## src/rtl/clk_freq_meter.sv

```systemverilog
// clk_freq_meter: gated edge counter and period meter for a divided clock.
// Reports window edge count, tolerance status, edge-to-edge period, dead clock.
module clk_freq_meter #(
  parameter int REF_CLK_FREQ   = 250,
  parameter int EXP_CLK_FREQ   = 10,
  parameter int GATE_CYCLES    = 250000,
  parameter int TOL            = 2,
  parameter int TIMEOUT_CYCLES = 1024,
  localparam int CW = $clog2(GATE_CYCLES / 2 + 1) + 1,
  localparam int PW = $clog2(TIMEOUT_CYCLES) + 1
) (
  input  logic          refclk,
  input  logic          rst,
  input  logic          clk_in,
  input  logic          enable,
  output logic [CW-1:0] edge_count,
  output logic          count_valid,
  output logic          freq_ok,
  output logic [PW-1:0] period,
  output logic          period_valid,
  output logic          clk_dead
);

  localparam int EXP_EDGES =
    EXP_CLK_FREQ * GATE_CYCLES / REF_CLK_FREQ;
  localparam int WW =
    (GATE_CYCLES > 1) ? $clog2(GATE_CYCLES) : 1;

  localparam logic [WW-1:0] WIN_LAST =
    WW'(GATE_CYCLES - 1);
  localparam logic [CW:0] EXP_EXT = (CW + 1)'(EXP_EDGES);
  localparam logic [CW:0] TOL_EXT = (CW + 1)'(TOL);
  localparam logic [PW-1:0] TIMEOUT_P = PW'(TIMEOUT_CYCLES);

  typedef enum logic [1:0] {
    IDLE,
    MEASURE,
    REPORT
  } state_t;

  state_t state;
  state_t state_nxt;

  logic          sync1;
  logic          sync2;
  logic          dly;
  logic          edge_p;
  logic [WW-1:0] win_cnt;
  logic          win_done;
  logic [CW-1:0] acc;
  logic [CW:0]   acc_ext;
  logic [CW:0]   diff;
  logic          in_tol;
  logic [PW-1:0] pcnt;
  logic          seen;

  // Bring clk_in into refclk domain and keep one delayed copy for edge detect
  always_ff @(posedge refclk or posedge rst) begin
    if (rst) begin
      sync1 <= 1'b0;
      sync2 <= 1'b0;
      dly   <= 1'b0;
    end else begin
      sync1 <= clk_in;
      sync2 <= sync1;
      dly   <= sync2;
    end
  end

  assign edge_p   = sync2 & ~dly;
  assign win_done = (win_cnt == WIN_LAST);

  // Measurement state register
  always_ff @(posedge refclk or posedge rst) begin
    if (rst) state <= IDLE;
    else     state <= state_nxt;
  end

  // Next state: dropping enable aborts a window at once
  always_comb begin
    state_nxt = state;
    unique case (state)
      IDLE: begin
        if (enable) state_nxt = MEASURE;
      end
      MEASURE: begin
        if (!enable)       state_nxt = IDLE;
        else if (win_done) state_nxt = REPORT;
      end
      REPORT: begin
        state_nxt = enable ? MEASURE : IDLE;
      end
      default: state_nxt = IDLE;
    endcase
  end

  // Window timer and saturating edge accumulator; a REPORT-cycle edge seeds the next window
  always_ff @(posedge refclk or posedge rst) begin
    if (rst) begin
      win_cnt <= '0;
      acc     <= '0;
    end else begin
      unique case (state)
        MEASURE: begin
          if (!enable) begin
            win_cnt <= '0;
            acc     <= '0;
          end else begin
            win_cnt <= win_done ? '0 : win_cnt + 1'b1;
            if (edge_p && acc != '1) acc <= acc + 1'b1;
          end
        end
        REPORT: begin
          win_cnt <= '0;
          acc     <= {{(CW-1){1'b0}}, edge_p};
        end
        default: begin
          win_cnt <= '0;
          acc     <= '0;
        end
      endcase
    end
  end

  assign acc_ext = {1'b0, acc};
  assign diff    = (acc_ext >= EXP_EXT) ? acc_ext - EXP_EXT
                                        : EXP_EXT - acc_ext;
  assign in_tol  = (diff <= TOL_EXT);

  // Latch the window result; count_valid lines up with the new values
  always_ff @(posedge refclk or posedge rst) begin
    if (rst) begin
      edge_count  <= '0;
      freq_ok     <= 1'b0;
      count_valid <= 1'b0;
    end else begin
      count_valid <= (state == REPORT);
      if (state == REPORT) begin
        edge_count <= acc;
        freq_ok    <= in_tol;
      end
    end
  end

  // Edge-to-edge period; the first edge after enable only arms the measurement
  always_ff @(posedge refclk or posedge rst) begin
    if (rst) begin
      pcnt         <= '0;
      seen         <= 1'b0;
      period       <= '0;
      period_valid <= 1'b0;
    end else begin
      period_valid <= 1'b0;
      if (!enable) begin
        pcnt <= '0;
        seen <= 1'b0;
      end else if (edge_p) begin
        pcnt <= PW'(1);
        seen <= 1'b1;
        if (seen) begin
          period       <= pcnt;
          period_valid <= 1'b1;
        end
      end else if (pcnt != '1) begin
        pcnt <= pcnt + 1'b1;
      end
    end
  end

  // The counter saturates above the timeout, so it stays dead until an edge
  assign clk_dead = enable & ~edge_p & (pcnt >= TIMEOUT_P);

endmodule
```

## config.mk

```make
export PLATFORM = sky130hd
export DESIGN_NAME = clk_freq_meter
export DESIGN_NICKNAME = d
export VERILOG_FILES = /design/src/rtl/clk_freq_meter.sv
export SDC_FILE = /design/constraint.sdc
export NUM_CORES = 1
export LEC_CHECK = 0
export ABC_AREA = 1
export CORE_MARGIN = 3
export CORE_UTILIZATION = 29
export DETAILED_ROUTE_END_ITERATION = 6
export PLACE_DENSITY = 0.55
export SYNTH_ARGS = -nofsm -noshare
export SYNTH_HDL_FRONTEND = slang
export SYNTH_SLANG_ARGS = --single-unit
```

## constraint.sdc

```tcl
create_clock -name refclk -period 3.6 [get_ports refclk]
set_input_delay 0.72 -clock refclk [delete_from_list [all_inputs] [get_ports refclk]]
set_output_delay 0.72 -clock refclk [all_outputs]
set_load 0.1 [all_outputs]
```

Word-level counts from Yosys, hierarchy flattened
Cells that the tools add are included.
{"block": "totals", "regBits": 85, "output_inout_bits": 33}
{"block": "op_classes", "add_sub_neg": 5, "order_cmp": 3, "n_eq_ne": 10, "n_mux": 20, "bitwise": 5, "reduce_logical": 4}
{"op": "2-to-1 mux 18 bit", "n": 5}
{"op": "adder 18 x 1 -> 18 bit (second input constant)", "n": 2}
{"op": "one-hot mux 18 bit (2 select lines)", "n": 1}
{"op": "2-to-1 mux 11 bit", "n": 3}
{"op": "<= comparator 19 x 2 -> 1 bit (second input constant)", "n": 1}
{"op": "2-to-1 mux 19 bit", "n": 1}
{"op": "subtractor 14 x 18 -> 19 bit (first input constant)", "n": 1}
{"op": "subtractor 18 x 14 -> 19 bit (second input constant)", "n": 1}
{"op": "== test 18 bit (second input constant)", "n": 1}
{"op": ">= comparator 18 x 14 -> 1 bit (second input constant)", "n": 1}
{"op": "!= test 18 bit (second input constant)", "n": 1}
{"op": "adder 11 x 1 -> 11 bit (second input constant)", "n": 1}
{"op": ">= comparator 11 bit (second input constant)", "n": 1}
{"op": "!= test 11 bit (second input constant)", "n": 1}
{"op": "2-to-1 mux 1 bit", "n": 6}
{"op": "2-to-1 mux 2 bit", "n": 3}
{"op": "!= test 3 bit (second input constant)", "n": 2}
{"op": "one-hot mux 2 bit (3 select lines)", "n": 1}
{"op": "AND 1 bit", "n": 3}
{"op": "!= test 3 x 1 -> 1 bit (second input constant)", "n": 1}
{"op": "AND reduction 3 bit", "n": 1}
{"op": "== test 2 x 1 -> 1 bit (second input constant)", "n": 1}
{"op": "== test 2 bit (second input constant)", "n": 1}
{"op": "zero test 2 bit", "n": 1}
{"op": "other kinds (5)", "n": 6}

Depth between registers and ports, before layout
Gate-level depths: netlist of run 1.
{"block": "depth", "word_depth": 6, "depth_mapped": 16, "mapped_depth_nobuf": 16}

Worst setup path after synthesis of run 1
No wires, ideal clock.
{"block": "synth_timing", "path_kind": "input port to flip-flop", "startpoint": "input port enable", "endpoint": "register pcnt[0]", "setup_ns": 0.133, "t_arrival_ns": 2.993, "t_required_ns": 3.467, "path_slack_ns": 0.474, "path_stages": 8, "path_cell_list": "inv_1 > nor2_2 > inv_1 > nor2_1 > nand3_1 > clkbuf_1 > o211ai_1 > o21ai_0"}
{"block": "synth_between", "elab_chain_cells": 1, "elab_cells_between_ends": 2, "cone_classes": "eq/ne: 1; mux: 1"}
{"item": "start: declaration", "line": "15", "source": "input logic enable,"}
{"item": "!= test 3 x 1 -> 1 bit (no line) / 2-to-1 mux 11 bit (equally long branches)"}
{"item": "end signal: assignment", "line": "165", "source": "pcnt <= pcnt + 1'b1;"}
{"item": "end: declaration", "line": "54", "source": "logic [PW-1:0] pcnt;"}
Parallel ways exist; a longest one is shown, timed or not.
A chain may end at the register's enable or synchronous reset.

Worst setup path after layout of run 1
{"block": "layout_timing", "startpoint": "input port enable", "endpoint": "output port clk_dead"}
{"block": "layout_between", "elab_chain_cells": 2}
{"item": "AND 1 bit (2 in series)", "line": "171", "source": "assign clk_dead = enable & ~edge_p & (pcnt >= TIMEOUT_P);"}
{"item": "end: declaration", "line": "21", "source": "output logic clk_dead"}
Every way passes these cells.

==> results.tsv, run 1 <==
stage	metric	value	unit
cts	clk_latency	0.35	ns
synth	synth_area_per_cell	7.54	um2
die	start_util	29.8	%
critical_path	crit_start	enable	
cts	hold_buffers	0	
detailed_routing	wl	12400	um
cts	htreeDepth	3	
critical_path	r2r_setup_slack	1.24	ns
sta	maxSlewViolCount	0	
grt	grt_max_degree	46	
grt	grt_usage	14.0	%
critical_path	cp-start-kind	primary input	
placement	gp_congestion	0.893	
grt	antenna_found_initial	0	
cts	cts.root.buffer_cell	clkbuf_16	
die	fp-row-count	47	
critical_path	worstSetupPathType	in -> out	
synth	syn-num-nets	677	
detailed_routing	ant_nets	0	
synth	ys_top_cells_by_count	176 x nand2_1, 85 x dfrtp_1, 67 x inv_1	
job	maxCapViolCount	0	
cts	clock_sinks	85	
synth	synth_ff_type	dfrtp_1	
critical_path	worstReg2RegEnd	freq_ok	
detailed_routing	drt_pass1_iterations	4	
die	die_w	137	um
sta	fmax	330	MHz
sta	rsz0062_at_grt	false	
cts	cts_resized	0	
sta	min_period	3.03	ns
sta	worst_pin_slew	1.01	ns
layout	nets	710	
grt	grt_pass1_wl	20700	um
critical_path	endpoint	clk_dead	
synth	synthesis.area	4980	um2
synth	synth_edf_count	0	
sta	setup_tns	0	ns
synth	ys_types	42	
critical_path	reg2reg_depth	15	
synth	ys_seq_elements	85	
pwr	p_leak	0.00265	uW
grt	grt_pass1_vias	4029	
sta	slew_headroom	32.6	%
layout	utilization	35.0	%
sta	clock_skew	0.0117	ns
detailed_routing	wl_per_cell	13.5	um
layout	drive_above_1_share	8.45	%
pwr	peakVddDrop	0.000227	V
cts	clk_path_buf_depth	2	
cts	numCtsBuffers	9	
pwr	p_per_area	442	nW/um2
layout	antenna_cells	0	
detailed_routing	viasPerCell	4.71	
detailed_routing	drt-initial-drc-count	313	
critical_path	cp.arrival	2.31	ns
grt	grt.overflow.total	0	
sta	hold_violations	0	
synth	yosysWarnings	0	
layout	area_delta_synth_final	17.2	%
critical_path	cp-end-kind	output pin	
outcome	status	completed	
placement	port_buffers	36	
cts	clk_pin_slew	0.06	ns
synth	yosysTopAreaCellShare	42.7	%
critical_path	worstPathRequired	2.88	ns
detailed_routing	route.vias.total	4321	
synth	yosysMostFrequentCell	nand2_1	
cts	tritoncts	built	
synth	synthArstFlopShare	100	%
sta	finalCritPeriodShare	84.1	%
synth	synthTopCellsByArea	dfrtp_1 43%, nand2_1 13%, nand3_1 5.5%	
die	die_area	18800	um2
synth	synth_cells	661	
die	coreArea	16700	um2
cts	post-cts-setup-buffers	0	
min_path	hold_path_class	reg -> reg	
sta	finalSetupViolations	0	
critical_path	cp_max_fo	12	
die	die_y	137	um
die	io_pins	37	
detailed_routing	drcViolationCount	0	
synth	synth_top_area_cell	dfrtp_1	
synth	ys_seq_area_share	42.7	%
placement	dp_hpwl	9080	um
critical_path	reg2reg_from	acc[0]	
[cells by family (layout without fill, tap and decap cells)]
kind of cell | Yosys count | in the layout | share of synthesized area (%)
simple gates | 358 | 358 | 32.6
compound gates | 87 | 87 | 9.49
xor+xnor | 24 | 24 | 4.22
fa+ha+maj | 12 | 12 | 3.01
flops | 85 | 85 | 42.7
buf+inv | 95 | 132 | 7.96
[through the flow]
stage / worst slack (ns) / total power [uW] / cell area [um2] / cells / hold slack, ns
floorplan: 0.474 / 1560 / 4980 / 661 / 0.331
global placement: 0.541 / 1730 / 5570 / 903 / 0.338
detailed placement: 0.525 / 1730 / 5570 / 903 / 0.339
CTS: 0.535 / 2620 / 5840 / 918 / 0.354
global route: 0.441 / 2730 / 5840 / 918 / 0.382
finish: 0.571 / 2590 / 5840 / 918 / 0.355
[registers in the layout (all words and copies together), names as in the netlist]
register,flops
count_valid,1
period_valid,1
pcnt,11
state,2
period,11
seen,1
edge_count,18
freq_ok,1
acc,18
dly,1
sync1,1
sync2,1
win_cnt,18
[report_power, final]
group	leakage, uW	switching [uW]	internal [uW]
clock	0.000135	391	483
combinational	0.00135	503	165
sequential	0.00116	38.3	1000
[per-layer routing]
layer / share of wire (%) / GRT usage [%] / vias up
li1: - / - / 2208
met1: 50 / 19.7 / 2017
met2: 43 / 20.6 / 84
met3: 5.3 / 4.26 / 12
met4: 1.4 / 4.10 / 0
met5: 0 / 0 / -
[cells in the final DEF (no fill, tap or decap), drive strengths merged, types with 3 or more instances in the layout]
| cell type | n |
|---|---|
| nand4 | 12 |
| clkbuf | 10 |
| a21oi | 21 |
| o21ai | 55 |
| clkdlybuf4s50 | 35 |
| or2 | 3 |
| nor2 | 78 |
| clkinv | 5 |
| ha | 12 |
| nor4 | 3 |
| nand2 | 179 |
| xor2 | 22 |
| buf | 6 |
| inv | 75 |
| nand3 | 58 |
| dfrtp | 85 |
| nor3 | 22 |
[cell type report]
cell class                 count  area [um2]
multi-input combinational    481        2460
inverter                      76         287
fill                        1790       10900
clock inverter                 5        35.0
sequential                    85        2130
clock buffer                  10         239
tap                          220         275
timing repair buffer          41         420
[worst min-delay path by stage]
| stage | end | cells past startpoint | startpoint | slack [ns] |
|---|---|---|---|---|
| after floorplan | sync2 | 0 | sync1 | 0.33 |
| final | sync2 | 0 | sync1 | 0.36 |
| after detailed placement | sync2 | 0 | sync1 | 0.34 |
| after global routing | sync2 | 0 | sync1 | 0.38 |
| after CTS | sync2 | 0 | sync1 | 0.35 |
| after global placement | sync2 | 0 | sync1 | 0.34 |
[worst max-delay path, cell delays in order]
cell and delay, ns:
clkdlybuf4s50_1 0.48, inv_1 0.21, nor2_2 0.31, inv_1 0.14, nor2_1 0.23, buf_12 0.21
Power figures use the tool's default switching activity.
==> inputs of run 2 (changes only) <==
Clock period 3.6 ns to 2.95 ns, I/O delays scaled along.
==> run 2 against run 1 <==
Compared with the run above: clock-buffer cell count decreased by 1; largest cell class unchanged; via count is 1.5% lower; flip-flop and latch count unchanged; first-iteration DRC count up 25%.
==> results.tsv, run 2 (synthesized netlist as in run 1, its figures left out) <==
stage	metric	value	unit
die	die_y	137	um
detailed_routing	drcViolationCount	0	
pwr	p_leak	0.00272	uW
layout	layout_commonest_cell	nand2_1	
cts	cts_resized	0	
critical_path	worstSetupPathType	in -> out	
detailed_routing	viasPerCell	4.62	
sta	setup_tns	0	ns
layout	antenna_cells	0	
sta	worst_pin_slew	0.606	ns
die	coreArea	16700	um2
cts	clk_path_buf_depth	2	
pwr	p_int	2000	uW
min_path	hold_path_class	reg -> reg	
layout	final_cell_mix	176 x nand2_1, 85 x dfrtp_1, 66 x inv_1, 63 x nor2_1, 55 x nand3_1	
min_path	hp-start	sync1	
sta	worst_slack	0.570	ns
critical_path	reg2reg_from	acc[0]	
grt	grt.overflow.total	0	
job	maxCapViolCount	0	
grt	grt_use_met2	20.2	%
die	die_w	137	um
die	start_util	29.8	%
layout	drive_above_1_share	13.7	%
detailed_routing	wl	12300	um
layout	nets	713	
pwr	p_sw_share	36.5	%
grt	use_met3	2.39	%
critical_path	worstReg2RegEnd	freq_ok	
pwr	p_per_area	543	nW/um2
cts	tritoncts	built	
layout	utilization	34.7	%
placement	dp_hpwl	9110	um
pwr	power_frac_comb	25.5	%
cts	clk_pin_slew	0.06	ns
cts	htreeDepth	3	
pwr	seqPwrFrac	40.5	%
cts	clock_sinks	85	
grt	antenna_found_initial	0	
die	fp-row-count	47	
die	io_pins	37	
sta	timing.hold.ws	0.350	ns
cts	clk_latency	0.34	ns
grt	grt_usage	13.7	%
sta	fmax	420	MHz
critical_path	cp_max_fo	5	
sta	rsz0062_at_grt	false	
detailed_routing	drt-initial-drc-count	392	
die	die_area	18800	um2
sta	min_period	2.38	ns
grt	grt_max_degree	86	
placement	gp_congestion	0.946	
cts	numCtsBuffers	9	
critical_path	r2r_setup_slack	0.60	ns
layout	top_regs	acc x18, edge_count x18, win_cnt x18	
sta	finalSetupViolations	0	
critical_path	cp.arrival	1.79	ns
pwr	clkPwrFrac	34.1	%
sta	finalCritPeriodShare	80.7	%
cts	cts.root.buffer_cell	clkbuf_16	
critical_path	cp-end-kind	output pin	
sta	maxSlewViolCount	0	
placement	place_ws	0.550	ns
sta	hold_violations	0	
sta	slew_headroom	59.6	%
sta	clock_skew	0.00661	ns
outcome	status	completed	
min_path	hold-path-cell-count	0	
grt	grt_pass1_wl	20300	um
layout	fillers	1780	
layout	area_delta_synth_final	16.3	%
critical_path	reg2reg_depth	14	
detailed_routing	ant_nets	0	
critical_path	worstPathRequired	2.36	ns
detailed_routing	wl_per_cell	13.4	um
min_path	holdPathEnd	sync2	
pwr	p_sw	1150	uW
grt	busiest_layer	met2	
placement	port_buffers	36	
cts	post-cts-setup-buffers	0	
critical_path	cp-start-kind	primary input	
grt	grt_pass1_vias	3965	
detailed_routing	drt_pass1_iterations	5	
detailed_routing	route.vias.total	4257	
cts	hold_buffers	0	
grt	use_met1	20.1	%
pwr	peakVddDrop	0.000279	V
run 2: cell count changes in the layout (fill, tap and decap cells not counted), sizes merged:
cell           before  now
buf                 6   41
clkbuf             10    9
clkdlybuf4s50      35    3
clkinv              5    3
clkinvlp            1    3
inv                75   77
run 2: worst max-delay path by stage:
stage            from  endpoint  slack [ns]  depth (start not counted)
2_1_floorplan     rst    acc[0]        0.17                          1
3_5_place_dp   enable   pcnt[3]        0.55                          9
5_1_grt        acc[0]   freq_ok        0.32                         14
6_report       enable  clk_dead        0.57                          6
4_1_cts        enable  clk_dead        0.55                          6
3_3_place_gp   enable   pcnt[3]        0.58                          9
run 2: cell type report:
cell class	count	area (um2)	share of cell area, %
inverters	76	287	4.94
clock buffers	9	225	3.89
repair buffers	44	363	6.26
well taps	220	275	4.75
flip-flops and latches	85	2130	36.7
multi-input cells	481	2460	42.5
clock inverters	7	56.3	0.972
run 2: power groups by stage:
stage | combinational (uW) | sequential [uW] | clock (uW)
floorplan | 391 | 1510 | 0
global placement | 809 | 1290 | 0
detailed placement | 806 | 1290 | 0
CTS | 807 | 1270 | 1120
global route | 882 | 1280 | 1160
finish | 801 | 1270 | 1070
run 2: worst max-delay path: stages:
cell and delay, ns:
clkdlybuf4s50_1 0.51, inv_1 0.08, nor2_2 0.14, inv_1 0.11, nor2_2 0.17, buf_12 0.20
run 2: metal layers:
layer	routed length (um)	vias to the layer above	part of all wire, %
met5	0	-	0
met4	210	0	1.7
met3	584	14	4.7
met2	5250	100	43
met1	6300	1933	51
li1	-	2210	-
run 2: metrics by stage:
step / area [um2] / cells / power, uW
CTS: 5800 / 922 / 3200
finish: 5800 / 922 / 3150
global placement: 5510 / 906 / 2100
floorplan: 4990 / 661 / 1900
global route: 5800 / 922 / 3320
detailed placement: 5510 / 906 / 2100
==> inputs of run 3 (changes only) <==
Clock period 2.95 ns to 2.3 ns, I/O delays scaled along.
==> run 3 against run 2 <==
Compared with the run above: register-to-register slack worse by 0.35 ns; setup slack got worse by 0.32 ns; largest cell class unchanged; core utilization grew 1.4 points; non-clock buffer count rose by 21; clock skew rose by 0.0033 ns; worst hold slack barely moved; flip-flop and latch count did not move; first-iteration DRC count rose by 8.2%; cell count rose by 2.3%; global-route usage up 1.2 points; sequential share of layout area down 1.4 points; clock-buffer cell count is the same.
==> results.tsv, run 3 (synthesized netlist as in run 1, its figures left out) <==
stage	metric	value	unit
critical_path	cp_max_fo	7	
grt	grt.overflow.total	0	
placement	place_ws	0.139	ns
cts	clk_latency	0.36	ns
layout	fillers	1802	
pwr	p_leak	0.00285	uW
sta	slew_headroom	59.4	%
critical_path	cp-start-kind	flop	
die	start_util	29.8	%
die	die_y	137	um
pwr	p_total	4300	uW
critical_path	worstReg2RegEnd	freq_ok	
die	coreArea	16700	um2
sta	min_period	2.05	ns
min_path	holdPathEnd	sync2	
pwr	p_sw	1550	uW
die	io_pins	37	
sta	worst_slack	0.253	ns
detailed_routing	ant_nets	0	
die	fp-row-count	47	
layout	fin_area	6030	um2
detailed_routing	wl_per_cell	13.8	um
detailed_routing	wl	13000	um
pwr	seqPwrFrac	38.0	%
sta	worst_pin_slew	0.608	ns
sta	hold_violations	0	
detailed_routing	drt-initial-drc-count	424	
critical_path	worstSetupPathType	reg -> reg	
placement	place_area	5700	um2
layout	final_cell_mix	176 x nand2_1, 85 x dfrtp_1, 66 x inv_1, 63 x nor2_1, 58 x buf_4	
outcome	status	completed	
pwr	p_int	2760	uW
sta	setup_tns	0	ns
layout	nets	734	
min_path	hold_path_class	reg -> reg	
detailed_routing	viasPerCell	4.69	
grt	antenna_found_initial	0	
layout	layout_commonest_cell	nand2_1	
detailed_routing	drt_pass1_iterations	4	
sta	fmax	489	MHz
critical_path	cp-end-kind	flop	
die	die_area	18800	um2
pwr	p_per_area	713	nW/um2
layout	utilization	36.1	%
layout	area_delta_synth_final	21.0	%
cts	numCtsBuffers	9	
critical_path	reg2reg_depth	14	
grt	grt_pass1_vias	4246	
critical_path	r2r_setup_slack	0.25	ns
placement	dp_hpwl	9700	um
grt	grt_max_degree	37	
sta	finalCritPeriodShare	89.0	%
cts	cts.root.buffer_cell	clkbuf_16	
critical_path	cp.arrival	2.29	ns
placement	port_buffers	36	
cts	clock_sinks	85	
cts	htreeDepth	3	
sta	rsz0062_at_grt	false	
pwr	p_sw_share	35.9	%
detailed_routing	route.vias.total	4424	
die	die_w	137	um
min_path	hp-start	sync1	
sta	finalSetupViolations	0	
critical_path	reg2reg_from	acc[4]	
layout	antenna_cells	0	
cts	clk_pin_slew	0.07	ns
cts	tritoncts	built	
placement	gp_congestion	0.869	
cts	post-cts-setup-buffers	0	
job	maxCapViolCount	0	
grt	grt_usage	14.9	%
sta	maxSlewViolCount	0	
layout	top_regs	acc x18, edge_count x18, win_cnt x18	
min_path	hold-path-cell-count	0	
detailed_routing	drcViolationCount	0	
grt	grt_pass1_wl	22000	um
cts	clk_path_buf_depth	2	
pwr	clkPwrFrac	36.2	%
pwr	peakVddDrop	0.000407	V
pwr	power_frac_comb	25.8	%
layout	drive_above_1_share	16.2	%
critical_path	worstPathRequired	2.54	ns
sta	clock_skew	0.00986	ns
-- run 3: cell types whose count changed in the layout (fill, tap and decap cells not counted), sizes merged --
cell	previous run	this run
bufinv	0	1
inv	77	79
clkinv	3	2
clkinvlp	3	1
buf	41	62
-- run 3: how the worst max path moves through the flow --
stage,cells after the start,end,slack (ns),start
after detailed placement,7,period[8],0.14,enable
after floorplan,8,pcnt[0],0.29,enable
after global placement,9,pcnt[3],0.24,enable
final,14,freq_ok,0.25,acc[4]
after global routing,14,freq_ok,0.02,acc[0]
after CTS,15,freq_ok,0.20,acc[4]
-- run 3: metrics by stage --
step / hold WS [ns] / instances
final: 0.350 / 943
after CTS: 0.354 / 943
after detailed placement: 0.339 / 927
after global placement: 0.334 / 927
after global routing: 0.368 / 943
after floorplan: 0.331 / 661
-- run 3: final cells by class --
class / instances / area [um2] / share of cell area (%)
clock inverters: 7 / 90.1 / 1.49
multi-input cells: 481 / 2480 / 41.1
well taps: 220 / 275 / 4.56
clock buffers: 9 / 225 / 3.73
flip-flops and latches: 85 / 2130 / 35.3
inverters: 76 / 289 / 4.79
repair buffers: 65 / 546 / 9.04
-- run 3: power by group through the flow --
stage / combinational (uW) / clock, uW / sequential [uW]
5_1_grt: 1230 / 1650 / 1650
3_3_place_gp: 1110 / 0 / 1660
6_report: 1110 / 1560 / 1630
4_1_cts: 1120 / 1610 / 1630
2_1_floorplan: 502 / 0 / 1940
3_5_place_dp: 1120 / 0 / 1660
-- run 3: timing repair --
action                     in CTS  in global routing
hold buffers                    0                  0
gates resized for setup         0                  2
setup endpoints to repair       0                  1
-- run 3: metal layers --
layer	up-vias	wire [um]	track usage (%)
li1	2252	-	-
met1	2059	6490	21.2
met2	94	5600	22.3
met3	19	673	3.79
met4	0	218	4.66
met5	-	0	0
-- run 3: worst max-delay path: stages, from the launching register on --
cell	delay, ns
dfrtp_1	0.52
inv_2	0.10
ha_1	0.28
nand2_1	0.19
nand4_1	0.17
nand2_1	0.13
inv_1	0.04
nand2_1	0.05
nand3_1	0.09
nand2_1	0.11
nor2_1	0.05
nand2_1	0.05
nor2_1	0.04
nand2_1	0.07
nand2_1	0.04
